==> src/rtl/hog_stream_driver.sv <==
// Raster pixel source for the hog pipeline with selectable pattern and pacing,
// plus a probe that measures sof-to-first-window latency and counts window handshakes.
module hog_stream_driver #(
  parameter int unsigned DATA_WIDTH   = 8,
  parameter int unsigned IMAGE_WIDTH  = 128,
  parameter int unsigned IMAGE_HEIGHT = 256,
  parameter logic [15:0] LFSR_SEED    = 16'hACE1,
  parameter int unsigned CNT_WIDTH    = 32
) (
  input  logic                  clk,
  input  logic                  rst,
  input  logic                  enable,
  input  logic [1:0]            mode,
  input  logic [DATA_WIDTH-1:0] const_value,
  input  logic [3:0]            throttle,
  input  logic [7:0]            num_frames,
  output logic                  pixel_valid,
  input  logic                  pixel_ready,
  output logic [DATA_WIDTH-1:0] pixel,
  output logic                  sof,
  output logic                  eof,
  input  logic                  window_valid,
  input  logic                  window_ready,
  output logic [CNT_WIDTH-1:0]  latency,
  output logic                  latency_valid,
  output logic [CNT_WIDTH-1:0]  window_count,
  output logic                  busy,
  output logic                  done
);

  localparam int unsigned XW = (IMAGE_WIDTH > 1) ? $clog2(IMAGE_WIDTH) : 1;
  localparam int unsigned YW = (IMAGE_HEIGHT > 1) ? $clog2(IMAGE_HEIGHT) : 1;
  localparam logic [XW-1:0] XLast = XW'(IMAGE_WIDTH - 1);
  localparam logic [YW-1:0] YLast = YW'(IMAGE_HEIGHT - 1);
  localparam logic [15:0] LfsrTaps = 16'hB400;
  localparam logic [CNT_WIDTH-1:0] CntMax = '1;

  typedef enum logic [1:0] {StIdle, StStream, StDone} state_e;

  state_e state_q, state_d;

  logic [XW-1:0]         x_q, x_d;
  logic [YW-1:0]         y_q, y_d;
  logic [15:0]           lfsr_q, lfsr_d;
  logic [7:0]            frame_q;
  logic [3:0]            thr_q, thr_d;
  logic                  valid_q, valid_d;
  logic                  load;
  logic [DATA_WIDTH-1:0] pix_q, pix_d;
  logic                  sof_q, eof_q;
  logic                  next_sof, next_eof;
  logic [1:0]            mode_q, mode_sel;

  logic [CNT_WIDTH-1:0]  lat_cnt_q, latency_q, win_cnt_q;
  logic                  lat_run_q, lat_valid_q;

  logic start, xfer, sof_xfer, eof_xfer, win_hs, frames_reached;

  assign start          = (state_q == StIdle) && enable;
  assign xfer           = valid_q && pixel_ready;
  assign sof_xfer       = xfer && sof_q;
  assign eof_xfer       = xfer && eof_q;
  assign win_hs         = window_valid && window_ready;
  assign frames_reached = (num_frames != 8'd0) && ((frame_q + 8'd1) == num_frames);

  // FSM: state register
  always_ff @(posedge clk or negedge rst) begin
    if (!rst) begin
      state_q <= StIdle;
    end else begin
      state_q <= state_d;
    end
  end

  // FSM: next state; a frame in progress always runs to its eof handshake
  always_comb begin
    state_d = state_q;
    case (state_q)
      StIdle: begin
        if (enable) state_d = StStream;
      end
      StStream: begin
        if (eof_xfer) begin
          if (frames_reached) begin
            state_d = StDone;
          end else if (!enable) begin
            state_d = StIdle;
          end
        end
      end
      StDone: begin
        if (!enable) state_d = StIdle;
      end
      default: state_d = StIdle;
    endcase
  end

  // FSM: outputs
  always_comb begin
    busy          = (state_q != StIdle);
    done          = (state_q == StDone);
    pixel_valid   = valid_q;
    pixel         = pix_q;
    sof           = valid_q && sof_q;
    eof           = valid_q && eof_q;
    latency       = latency_q;
    latency_valid = lat_valid_q;
    window_count  = win_cnt_q;
  end

  // Raster position and LFSR advance only on transfers
  always_comb begin
    x_d    = x_q;
    y_d    = y_q;
    lfsr_d = lfsr_q;
    if (start) begin
      x_d    = '0;
      y_d    = '0;
      lfsr_d = LFSR_SEED;
    end else if (xfer) begin
      lfsr_d = (lfsr_q >> 1) ^ (lfsr_q[0] ? LfsrTaps : 16'h0000);
      if (x_q == XLast) begin
        x_d = '0;
        y_d = (y_q == YLast) ? '0 : y_q + YW'(1);
      end else begin
        x_d = x_q + XW'(1);
      end
    end
  end

  // Pacing: valid is a register, so it never depends on pixel_ready combinationally
  always_comb begin
    valid_d = valid_q;
    thr_d   = thr_q;
    load    = 1'b0;
    if ((state_q != StStream) || (state_d != StStream)) begin
      valid_d = 1'b0;
      thr_d   = '0;
    end else if (xfer) begin
      if (throttle == 4'd0) begin
        valid_d = 1'b1;
        load    = 1'b1;
      end else begin
        valid_d = 1'b0;
        thr_d   = throttle;
      end
    end else if (!valid_q) begin
      if (thr_q <= 4'd1) begin
        valid_d = 1'b1;
        load    = 1'b1;
        thr_d   = '0;
      end else begin
        thr_d = thr_q - 4'd1;
      end
    end
  end

  // Pixel is captured when it is presented, so it is stable while stalled.
  // The pattern select is latched with each sof pixel and held for the frame.
  always_comb begin
    next_sof = (x_d == '0) && (y_d == '0);
    next_eof = (x_d == XLast) && (y_d == YLast);
    mode_sel = next_sof ? mode : mode_q;
    case (mode_sel)
      2'd0:    pix_d = const_value;
      2'd1:    pix_d = DATA_WIDTH'(x_d) + DATA_WIDTH'(y_d);
      2'd2:    pix_d = lfsr_d[DATA_WIDTH-1:0];
      default: pix_d = {DATA_WIDTH{x_d[0] ^ y_d[0]}};
    endcase
  end

  always_ff @(posedge clk or negedge rst) begin
    if (!rst) begin
      x_q     <= '0;
      y_q     <= '0;
      lfsr_q  <= LFSR_SEED;
      frame_q <= '0;
      thr_q   <= '0;
      valid_q <= 1'b0;
      pix_q   <= '0;
      sof_q   <= 1'b0;
      eof_q   <= 1'b0;
      mode_q  <= '0;
    end else begin
      x_q     <= x_d;
      y_q     <= y_d;
      lfsr_q  <= lfsr_d;
      thr_q   <= thr_d;
      valid_q <= valid_d;
      if (load) begin
        pix_q  <= pix_d;
        sof_q  <= next_sof;
        eof_q  <= next_eof;
        mode_q <= mode_sel;
      end
      if (start) begin
        frame_q <= '0;
      end else if (eof_xfer) begin
        frame_q <= frame_q + 8'd1;
      end
    end
  end

  // lat_cnt_q holds cycles elapsed since the sof transfer; sof restarts a pending
  // measurement and masks any window handshake in the same cycle.
  always_ff @(posedge clk or negedge rst) begin
    if (!rst) begin
      lat_cnt_q   <= '0;
      lat_run_q   <= 1'b0;
      latency_q   <= '0;
      lat_valid_q <= 1'b0;
      win_cnt_q   <= '0;
    end else begin
      lat_valid_q <= 1'b0;
      if (sof_xfer) begin
        lat_cnt_q <= CNT_WIDTH'(1);
        lat_run_q <= 1'b1;
      end else if (lat_run_q) begin
        if (win_hs) begin
          latency_q   <= lat_cnt_q;
          lat_valid_q <= 1'b1;
          lat_run_q   <= 1'b0;
        end else if (lat_cnt_q != CntMax) begin
          lat_cnt_q <= lat_cnt_q + CNT_WIDTH'(1);
        end
      end
      if (start) begin
        win_cnt_q <= '0;
      end else if (busy && win_hs && (win_cnt_q != CntMax)) begin
        win_cnt_q <= win_cnt_q + CNT_WIDTH'(1);
      end
    end
  end

endmodule

==> config.mk <==
export PLATFORM = sky130hd
export DESIGN_NAME = hog_stream_driver
export DESIGN_NICKNAME = d
export VERILOG_FILES = /design/src/rtl/hog_stream_driver.sv
export SDC_FILE = /design/constraint.sdc
export NUM_CORES = 1
export LEC_CHECK = 0
export CAP_MARGIN = 10
export CELL_PAD_IN_SITES_DETAIL_PLACEMENT = 0
export CELL_PAD_IN_SITES_GLOBAL_PLACEMENT = 2
export CORE_MARGIN = 4
export CORE_UTILIZATION = 39
export CTS_BUF_LIST = sky130_fd_sc_hd__clkbuf_2 sky130_fd_sc_hd__clkbuf_4 sky130_fd_sc_hd__clkbuf_8
export DETAILED_ROUTE_END_ITERATION = 7
export PLACE_DENSITY_LB_ADDON = 0.3
export SYNTH_ARGS = -nofsm -noshare
export SYNTH_HDL_FRONTEND = slang
export SYNTH_SLANG_ARGS = --single-unit
==> constraint.sdc <==
create_clock -name clk -period 5.97 [get_ports clk]
set_input_delay 0.597 -clock clk [delete_from_list [all_inputs] [get_ports clk]]
set_output_delay 0.597 -clock clk [all_outputs]
set_load 0.1 [all_outputs]
Yosys cells after proc, flatten, opt, wreduce, memory -nomap -nowiden. Cells that the tools add are included.

$add $sub $neg: 7. $lt $le $gt $ge: 1. Equality and inequality tests: 16. Multiplexer cells: 44. Bitwise operators: 3. Reductions and logical operators: 28.

Operators by type and width (count): $mux W32 (6); $add A32 B1 Y32 const B (2); $ne A32 B32 Y1 const B (2); $mux W16 (3); $mux W8 (6); $pmux W8 S3 (1); $mux W7 (3); $mux W4 (5); $add A8 B1 Y8 const B (2); $eq A8 B8 Y1 const B (2); $xor A15 B16 Y16 (1); $eq A7 B7 Y1 const B (2); $mux W1 (14); $logic_and A1 B1 Y1 (12); $reduce_bool A2 Y1 (6); $mux W2 (5); $add A7 B8 Y8 (1); $eq A8 B8 Y1 (1); $logic_not A8 Y1 (1); $reduce_bool A8 Y1 (1); $add A7 B1 Y7 const B (1); $logic_not A7 Y1 (1); $pmux W2 S3 (1); $reduce_and A3 Y1 (2); other kinds (14) (18).

Flip-flop bits (word level): 156. Bits of input ports: 28. Output and inout bits: 78. Word-level logic and storage cells: 116.

Depth between registers and ports, before layout. Gate-level depths: netlist of run 1.

Word-level depth: 10. Mapped depth: 17. Depth with buffers taken out: 16.

Worst setup path before layout of run 1. Ideal clock, no wire load.

Path type: reg-to-reg. Start: reg state_q[1]. End: reg pix_q[6] (netlist: pixel[6]). Library setup time: 0.078 ns. Arrival: 3.784 ns. Required time: 5.892 ns. Setup slack: 2.108 ns. Stages on the path, launching flop included: 16. Buffers on the path: 3. Clock period less this slack: 3.862 ns. Cells stage by stage: dfrtp_1 -> or2_1 -> clkbuf_1 -> nor2_4 -> clkbuf_1 -> clkbuf_1 -> nor3_1 -> ha_1 -> fa_1 -> a21oi_1 -> o21bai_1 -> a21o_1 -> a21oi_1 -> xnor2_1 -> mux2i_1 -> o2bb2ai_1.

Longest elaborated chain between the ends: 8. Elaborated cells between the ends (all ways): 26. Those cells by class: add/sub: 1; eq/ne: 6; mux: 11; bitwise: 1; reduce/logical: 7.

RTL lines: start, declared (RTL line 40) `state_e state_q, state_d;`; start signal, assigned (RTL line 69) `state_q <= StIdle;`; start signal, assigned (RTL line 71) `state_q <= state_d;`; $logic_not A2 Y1 (*) (RTL line 59) `assign start = (state_q == StIdle) && enable;`; $logic_and A1 B1 Y1 (*) (RTL line 59); $mux W7 (*) (RTL line 116) `if (start) begin`; named net x_d[0] (RTL line 42) `logic [XW-1:0] x_q, x_d;`; parallel branches: the longest is 4 deep, another holds $add A7 B8 Y8; $pmux W8 S3 (*) (RTL line 164) `case (mode_sel)`; end signal, assigned (RTL line 191) `pix_q <= pix_d;`; end, declared (RTL line 49) `logic [DATA_WIDTH-1:0] pix_q, pix_d;`.

Mark *: on every way through the listed nets, which the timed path passes. A chain may end at the register's enable or synchronous reset.

Final worst setup path of run 1.
Start: reg x_q[0]. End: reg pix_q[7] (netlist: pixel[7]).

Longest elaborated chain between the ends: 9. Elaborated cells between the ends (all ways): 18. Those cells by class: add/sub: 2; eq/ne: 3; mux: 8; bitwise: 1; reduce/logical: 4.

RTL lines: start, declared (RTL line 42); start signal, assigned (RTL line 174) `x_q <= '0;`; start signal, assigned (RTL line 185) `x_q <= x_d;`; $eq A7 B7 Y1 (*) (RTL line 122) `if (x_q == XLast) begin`; $mux W8 (*) (RTL line 122); $mux W8 (*) (RTL line 120) `end else if (xfer) begin`; $mux W8 (*) (RTL line 116); named net y_d[1] (RTL line 43) `logic [YW-1:0] y_q, y_d;`; parallel branches: the longest is 4 deep, another holds $add A7 B8 Y8; $pmux W8 S3 (*) (RTL line 164).

Marked as above.

==> flow_summary.yaml, run 1 <==
outcome:
  status: "completed"
worst_setup_path:
  reg2reg_to: "pixel[7]$_DFFE_PN0P_"
  setup.worst_path.start: "x_q[0]$_DFF_PN0_"
  crit_end: "pixel[7]$_DFFE_PN0P_"
  endpoint_kind: "register"
  crit_type: "reg2reg"
  cp_data_arrival_time_ns: 4.23
  rrSetupSlack_ns: 2.07
  critPathLaunchType: "register"
  r2r_cells: 16
  cp_max_fo: 11
  cp.required_ns: 6.31
  worstReg2RegStart: "x_q[0]$_DFF_PN0_"
clock_network:
  postCtsHoldBufs: 0
  clock_sinks: 156
  numCtsBuffers: 17
  clockBufferDepth: 2
  clock_latency_ns: 0.44
  cts_tree: "yes"
  h-tree-depth: 4
  cts_setup_buffers: 0
  clock-root-buffer: "clkbuf_8"
  clkTransAtPathRegs_ns: 0.09
  cts_resized: 0
route:
  dr.pass1.iters: 4
  ant_nets: 0
  route.detailed.drc: 0
  dr_total_vias: 6241
  drt_iter0_markers: 395
  routed_via_density: 5.15
  avgRoutedWirePerCell_um: 15.7
  drt-total-wl_um: 19000
logic_synthesis:
  yosys_warnings: 0
  ys_seq_area_share_pct: 47.8
  synth-seq-cells: 156
  synth_nets: 879
  yosys.area_share.adder_pct: 2.38
  synth_xor_area_share_pct: 8.34
  synth_simple_gate_area_share_pct: 21.3
  synth_compound_area_share_pct: 11.7
  syn_avg_cell_area_um2: 9.79
  synth_top_family_by_area: "simple AND/OR/NAND/NOR gates"
  synth.distinct_cells: 75
  ys.flop_type: "dfrtp_1"
  synthMuxAreaShare_pct: 5.65
  synth_edf_count: 0
  async_reset_ff_share_pct: 100
  synthCells: 836
  netlist_area_mm2: 0.00819
sta:
  relSlewSlack_pct: 32.3
  hold_ws_ns: 0.197
  finalMaxSlewViolations: 0
  period_share_pct: 65.3
  tns_ns: 0
  fin_crit_ns: 3.90
  skew_ns: 0.0111
  clock.fmax_mhz: 257
  worstMarginPinSlew_ns: 1.01
  rsz0062_at_grt: "no"
  hold_viol_final: 0
  setup_violations: 0
global_routing:
  globalRouteTotalUtil_pct: 16.4
  grt_pass1_vias: 6031
  antenna_found_initial: 0
  grt_pass1_wl_um: 32000
  grt_max_degree: 89
  gr-total-overflow: 0
hold_path:
  hold_class: "in2async"
floorplan:
  core_mm2: 0.0204
  rows: 52
  die_y_um: 153
  die_w_um: 153
  start_util_pct: 40.1
  pin_count: 106
  die_area_mm2: 0.0234
power:
  p_seq_share_pct: 40.5
  cellLeakagePower_nw: 4.30
  p_clk_share_pct: 24.2
  p_int_w: 0.00198
  peakVddDrop_mv: 0.376
  switching_share_pct: 41.0
  power-per-cell-area_mw_per_mm2: 340
  p_sw_w: 0.00137
  combPwrFrac_pct: 35.3
finish:
  fin_nets: 972
  area_growth_pct: 20.4
  mostFrequentLayoutCells: "dfrtp_1 (148), clkdlybuf4s50_1 (104), nand2_1 (102)"
  antenna-diode-count: 0
  final_common_cell: "dfrtp_1"
  final_layout_size_suffix_gt1_share_pct: 11.3
place:
  gp_congestion: 0.810
  hpwl_um: 13400
  io_buffer_count: 105
flow_run:
  cap_viol_max_count: 0
[cell families (layout without fill, tap and decap cells)]
kind of cell    after synthesis  after routing
simple gates                352            352
buf+inv                      53            159
compound gates              140            140
fa+ha+maj                    15             15
mux                          42             42
xor+xnor                     78             78
flops                       156            156
[state kept, by name (all words and copies together) (netlist names)]
| name | cells |
|---|---|
| lat_cnt_q | 32 |
| latency | 32 |
| window_count | 32 |
| lfsr_q | 16 |
| frame_q | 8 |
| pixel | 8 |
| y_q | 8 |
| x_q | 7 |
| thr_q | 4 |
| mode_q | 2 |
| state_q | 2 |
| eof_q | 1 |
| lat_run_q | 1 |
| latency_valid | 1 |
| pixel_valid | 1 |
| sof_q | 1 |
[how the worst min path moves through the flow]
stage,slack [ns],depth (start not counted),endpoint,start
floorplan,0.30,0,eof_q$_DFFE_PN0P_,rst
global placement,0.47,2,lfsr_q[15]$_DFFE_PN1P_,lfsr_q[15]$_DFFE_PN1P_
detailed placement,0.49,2,lfsr_q[15]$_DFFE_PN1P_,lfsr_q[15]$_DFFE_PN1P_
CTS,0.22,1,latency[10]$_DFFE_PN0P_,rst
global route,0.25,1,latency[10]$_DFFE_PN0P_,rst
finish,0.20,1,latency[10]$_DFFE_PN0P_,rst
[synthesized netlist by cell type (all sizes together) (9+ instances only)]
cell type | number | share of area (%)
dfrtp | 148 | 45
nand2 | 102 | 4.7
nor2 | 99 | 4.9
a21oi | 48 | 3.1
xor2 | 43 | 4.6
nand3 | 38 | 2.3
xnor2 | 35 | 3.7
mux2 | 34 | 4.7
o21ai | 32 | 2.0
and3 | 22 | 1.7
clkbuf | 20 | 0.92
nand4 | 19 | 1.7
inv | 17 | 0.78
buf | 16 | 1.1
or3 | 16 | 1.2
ha | 14 | 2.1
nor3 | 12 | 0.73
and4 | 11 | 1.2
a21o | 9 | 0.83
[power groups by stage]
stage	Sequential, W	Combinational (W)	Clock, W
2_1_floorplan	0.00170	0.000559	0
3_3_place_gp	0.00138	0.00118	0
3_5_place_dp	0.00138	0.00119	0
4_1_cts	0.00136	0.00119	0.000840
5_1_grt	0.00138	0.00128	0.000879
6_report	0.00136	0.00118	0.000811
[worst max-delay path, cell delays in order (launching register included)]
cell and delay, ns:
dfrtp_1 0.49, ha_1 0.34, nand4_2 0.16, nor2_1 0.55
o21ai_1 0.22, inv_1 0.09, nand2_1 0.05, a21oi_1 0.34
ha_1 0.30, a21o_1 0.17, a21oi_1 0.21, o21bai_1 0.08
a21oi_1 0.22, o21ai_0 0.15, xor2_1 0.16, mux2i_1 0.16
o2bb2ai_1 0.09
[area by class of cell]
type,count,area (um^2)
fillers,1967,10600
multi-input cells,627,4050
flip-flops and latches,156,3910
repair buffers,110,1090
well taps,270,338
clock buffers,18,241
clock inverters,14,159
inverters,17,63.8
[stage by stage]
| stage | utilization, % | worst slack, ns | area, um^2 | total power [W] | cells |
|---|---|---|---|---|---|
| after floorplan | - | 2.11 | 8190 | 0.00226 | 836 |
| after global placement | 46.3 | 1.70 | 9460 | 0.00256 | 1180 |
| after detailed placement | 46.3 | 1.60 | 9460 | 0.00256 | 1180 |
| after CTS | 48.2 | 2.09 | 9860 | 0.00339 | 1212 |
| after global routing | 48.2 | 1.65 | 9860 | 0.00354 | 1212 |
| final | 48.2 | 2.07 | 9860 | 0.00335 | 1212 |
[per-layer routing]
| layer | track usage [%] | wire [um] |
|---|---|---|
| met5 | 0 | 0 |
| met2 | 25.7 | 8790 |
| met4 | 4.67 | 239 |
| met1 | 23.7 | 9330 |
| met3 | 2.66 | 627 |
No activity file was read; power rests on OpenSTA's default activity.
==> run 2: changes to the inputs <==
- CORE_UTILIZATION: 39 -> 36
- clock period: 5.97 -> 3.6 ns (I/O delays scaled with it)
==> run 2 against run 1 <==
Effect of this change: register-to-register slack worse by 1.7 ns; worst setup slack worse by 1.7 ns; wire length is 4.0% higher; final cell count is 2.6% higher; design area is 1.7% higher; via count is 1.7% higher; highest routed layer unchanged.
==> flow_summary.yaml, run 2 (synthesized netlist as in run 1, its figures left out) <==
worst_setup_path:
  cp_data_arrival_time_ns: 3.57
  critPathLaunchType: "register"
  crit_end: "pixel[6]$_DFFE_PN0P_"
  r2r_cells: 14
  crit_buf_inv: 0
  slowest_delay_ns: 0.45
  worst-path-stages: 14
  rrSetupSlack_ns: 0.40
  setup.worst_path.start: "x_q[0]$_DFF_PN0_"
  worstReg2RegStart: "x_q[0]$_DFF_PN0_"
  reg2reg_to: "pixel[6]$_DFFE_PN0P_"
  crit_type: "reg2reg"
  cp_cell_sequence: "ha_2, nand4_2, or2_1, a21oi_1, nor2_1, ha_1, fa_1, a21oi_1, o21bai_1, a21o_1, a21oi_1, xnor2_1, mux2i_1, o2bb2ai_1"
  worst_path_most_repeated_cell: "a21oi_1"
  cp.required_ns: 3.97
  critPathSlowestCell: "dfrtp_2"
  crit_family: "compound AO/OA/AOI/OAI gates"
  cp_max_fo: 7
  endpoint_kind: "register"
clock_network:
  clockBufferDepth: 2
  cts_tree: "yes"
  clkTransAtPathRegs_ns: 0.09
  h-tree-depth: 4
  clock_latency_ns: 0.45
  clock-root-buffer: "clkbuf_8"
  numCtsBuffers: 17
  clock_sinks: 156
global_routing:
  grt_pass1_vias: 6384
  globalRouteTotalUtil_pct: 16.0
  grt_max_degree: 83
  antenna_found_initial: 0
  gr-total-overflow: 0
  grt_pass1_wl_um: 33600
place:
  placedInstanceArea_mm2: 0.00963
  io_buffer_count: 105
  hpwl_um: 14300
  gp_congestion: 0.800
finish:
  final_util_pct: 45.4
  mostFrequentLayoutCells: "dfrtp_1 (146), clkdlybuf4s50_1 (103), nand2_1 (102)"
  final_layout_size_suffix_gt1_share_pct: 13.6
  antenna-diode-count: 0
  area_growth_pct: 22.4
  finalInstanceArea_mm2: 0.0100
  seqCellArea_mm2: 0.00392
  fill_cells: 2116
  final_common_cell: "dfrtp_1"
  fin_nets: 993
  multi_input_area_mm2: 0.00406
floorplan:
  start_util_pct: 37.1
  pin_count: 106
  core_mm2: 0.0221
  die_y_um: 159
  die_area_mm2: 0.0252
  die_w_um: 159
  rows: 54
sta:
  fin_crit_ns: 3.20
  period_share_pct: 88.9
  tns_ns: 0
  hold_ws_ns: 0.493
  hold_viol_final: 0
  rsz0062_at_grt: "no"
  relSlewSlack_pct: 33.0
  worstMarginPinSlew_ns: 1.00
  setup_violations: 0
  finalMaxSlewViolations: 0
  skew_ns: 0.0205
  clock.fmax_mhz: 312
route:
  avgRoutedWirePerCell_um: 15.9
  drt_iter0_markers: 232
  ant_nets: 0
  dr_total_vias: 6347
  route.detailed.drc: 0
  routed_via_density: 5.11
  drt-total-wl_um: 19700
  dr.pass1.iters: 4
hold_path:
  hold_class: "reg2reg"
outcome:
  status: "completed"
flow_run:
  cap_viol_max_count: 0
power:
  power-per-cell-area_mw_per_mm2: 553
  cellLeakagePower_nw: 4.39
  peakVddDrop_mv: 0.618
==> run 2: cell count changes in the layout (fill, tap and decap cells not counted), moves of 2 or more <==
cell and change:
dfrtp_2 +2, clkinv_4 +2, buf_4 +20, dfrtp_1 -2
==> run 2: what timing repair did <==
item	in CTS	in global routing
buffers inserted	0	0
hold buffers	1	0
endpoints found under the hold margin	63	0
resized for setup	0	5
setup endpoints to repair	0	3
==> run 2: stage by stage <==
| step | instances | total power [W] | setup WS [ns] |
|---|---|---|---|
| final | 1243 | 0.00554 | 0.400 |
| after global routing | 1243 | 0.00587 | 0.0534 |
| after CTS | 1243 | 0.00561 | 0.234 |
| after detailed placement | 1210 | 0.00429 | 0.0967 |
| after global placement | 1210 | 0.00430 | 0.197 |
| after floorplan | 836 | 0.00374 | 0.128 |
==> run 2: how the worst min path moves through the flow <==
stage                                 from                endpoint  slack (ns)  cells after the start
finish                state_q[1]$_DFF_PN0_    state_q[0]$_DFF_PN0_        0.49                      1
global route        lfsr_q[10]$_DFFE_PN1P_  lfsr_q[10]$_DFFE_PN1P_        0.52                      2
CTS                   state_q[1]$_DFF_PN0_    state_q[0]$_DFF_PN0_        0.49                      1
detailed placement    state_q[1]$_DFF_PN0_    state_q[0]$_DFF_PN0_        0.48                      1
global placement    lfsr_q[15]$_DFFE_PN1P_  lfsr_q[15]$_DFFE_PN1P_        0.48                      2
floorplan                              rst       eof_q$_DFFE_PN0P_        0.06                      0
==> run 2: layer usage <==
metal  up-vias  global-route usage (%)  wire length (um)
met5         -                       0                 0
met4         0                    3.75               157
met3        10                    3.11               739
met2       123                    26.8              9430
met1      3053                    21.6              9420
li1       3161                       -                 -
==> run 2: cell type report <==
| cell class | instances | area share (%) |
|---|---|---|
| clock inverters | 15 | 1.40 |
| repair buffers | 131 | 12.6 |
| clock buffers | 17 | 2.33 |
| well taps | 280 | 3.50 |
| inverters | 17 | 0.637 |
| flip-flops and latches | 156 | 39.1 |
| multi-input cells | 627 | 40.5 |
==> run 2: report_power, final <==
part,switching (W),total (W),internal (W)
registers,0.000237,0.00225,0.00201
logic,0.00135,0.00201,0.000667
clock network,0.000722,0.00128,0.000558
total,0.00231,0.00554,0.00323
==> run 3: changes to the inputs <==
- CTS_BUF_LIST: sky130_fd_sc_hd__clkbuf_2 sky130_fd_sc_hd__clkbuf_4 sky130_fd_sc_hd__clkbuf_8 -> sky130_fd_sc_hd__clkbuf_8
- PLACE_DENSITY_LB_ADDON: 0.3 -> 0.1
- SLEW_MARGIN: unset -> 15
==> run 3 against run 2 <==
Effect of this change: non-clock buffer count decreased by 3; register-to-register slack got worse by 0.15 ns; fmax decreased by 4.5%; hold slack improved by 0.00057 ns; core utilization increased by 0.30 points; final cell count decreased by 0.24%; via count increased by 1.5%; power increased by 4.3%; sequential share of layout area decreased by 0.28 points; critical path depth unchanged; first-iteration DRC count increased by 62%; clock power increased by 19%; critical endpoint unchanged; largest power group unchanged.
==> flow_summary.yaml, run 3 (synthesized netlist as in run 1, its figures left out) <==
sta:
  hold_ws_ns: 0.494
  fin_crit_ns: 3.35
  worstMarginPinSlew_ns: 0.986
  setup_violations: 0
  period_share_pct: 93.1
  skew_ns: 0.0201
  relSlewSlack_pct: 34.1
  tns_ns: 0
  hold_viol_final: 0
  finalMaxSlewViolations: 0
  rsz0062_at_grt: "no"
  clock.fmax_mhz: 298
power:
  power-per-cell-area_mw_per_mm2: 573
  cellLeakagePower_nw: 4.43
  peakVddDrop_mv: 0.748
  power_w: 0.00578
floorplan:
  core_mm2: 0.0221
  start_util_pct: 37.1
  die_area_mm2: 0.0252
  die_w_um: 159
  die_y_um: 159
  pin_count: 106
  rows: 54
global_routing:
  globalRouteTotalUtil_pct: 16.4
  gr-total-overflow: 0
  grt_pass1_vias: 6648
  grt_max_degree: 86
  grt_pass1_wl_um: 34500
  antenna_found_initial: 0
worst_setup_path:
  cp.required_ns: 3.98
  crit_type: "reg2reg"
  cp_cell_sequence: "ha_2, nand4_2, or2_0, a21oi_1, nor2_1, ha_1, fa_1, a21oi_1, o21bai_1, a21o_1, a21oi_1, xnor2_1, mux2i_1, o2bb2ai_1"
  slowest_delay_ns: 0.49
  cp_max_fo: 7
  cp_data_arrival_time_ns: 3.73
  worst_path_most_repeated_cell: "a21oi_1"
  critPathLaunchType: "register"
  endpoint_kind: "register"
  critPathSlowestCell: "dfrtp_1"
place:
  hpwl_um: 15000
  dp.cells: 1207
  io_buffer_count: 105
  gp_congestion: 0.898
clock_network:
  numCtsBuffers: 17
  cts_tree: "yes"
  clock-root-buffer: "clkbuf_8"
  h-tree-depth: 4
  cts_setup_buffers: 0
  clockBufferDepth: 2
  clkTransAtPathRegs_ns: 0.09
  clock_latency_ns: 0.46
  clock_sinks: 156
route:
  drt_iter0_markers: 376
  avgRoutedWirePerCell_um: 16.3
  dr_total_vias: 6445
  route.detailed.drc: 0
  ant_nets: 0
  drt-total-wl_um: 20300
  dr.pass1.iters: 5
  routed_via_density: 5.20
finish:
  antenna-diode-count: 0
  final_layout_size_suffix_gt1_share_pct: 12.9
  final_cells: 1240
  fin_nets: 990
  mostFrequentLayoutCells: "dfrtp_1 (148), clkdlybuf4s50_1 (104), nand2_1 (102)"
  final_common_cell: "dfrtp_1"
  area_growth_pct: 23.2
flow_run:
  cap_viol_max_count: 0
outcome:
  status: "completed"
hold_path:
  hold_class: "reg2reg"
run 3: metrics by stage:
stage          util [%]  instance area (um^2)  worst slack [ns]
4_1_cts            45.6                 10100             0.192
3_3_place_gp       43.5                  9610             0.218
6_report           45.7                 10100             0.248
2_1_floorplan         -                  8190             0.128
3_5_place_dp       43.5                  9610             0.114
5_1_grt            45.7                 10100            0.0496
run 3: repair_timing:
action / in CTS / in global routing
setup endpoints to repair: 0 / 3
hold buffers: 1 / 0
hold endpoints to repair: 22 / 0
gates resized for setup: 0 / 2
run 3: critical path: cells and delay by family, from the launching register on:
family | cells | cell delay [ns]
AOI/OAI and AO/OA | 6 | 0.99
DFF | 1 | 0.49
adders and majority gates | 3 | 0.95
and+or+nand+nor | 3 | 0.61
xor gates and xnor gates | 1 | 0.15
muxes | 1 | 0.10
run 3: final cells by class:
type | instances | area (um^2)
fillers | 2150 | 12000
multi-input cells | 627 | 4070
flip-flops and latches | 156 | 3910
repair buffers | 128 | 1240
well taps | 280 | 350
clock buffers | 17 | 234
clock inverters | 15 | 220
inverters | 17 | 63.8
run 3: per-layer routing:
metal	vias up	part of all wire [%]	wire [um]	GRT usage [%]
li1	3156	-	-	-
met1	3160	46	9340	21.6
met2	113	49	10000	28.2
met3	16	3.3	674	3.24
met4	0	1.2	236	3.55
met5	-	0	0	0
run 3: worst paths after layout:
kind | startpoint | to | slack [ns] | cells after the start
setup / recovery | x_q[0]$_DFF_PN0_ | pixel[6]$_DFFE_PN0P_ | 0.25 | 14
hold / removal | lfsr_q[15]$_DFFE_PN1P_ | lfsr_q[15]$_DFFE_PN1P_ | 0.49 | 2
setup reg to reg | x_q[0]$_DFF_PN0_ | pixel[6]$_DFFE_PN0P_ | 0.25 | 14
hold reg to reg | lfsr_q[15]$_DFFE_PN1P_ | lfsr_q[15]$_DFFE_PN1P_ | 0.49 | 2
max in group asynchronous | rst | latency[26]$_DFFE_PN0P_ | 2.27 | 3
min in group asynchronous | rst | latency[10]$_DFFE_PN0P_ | 0.53 | 2
run 3: where the power goes:
group	total, W	switching (W)	internal [W]
clock	0.00152	0.000738	0.000784
combinational	0.00200	0.00134	0.000665
sequential	0.00225	0.000247	0.00201
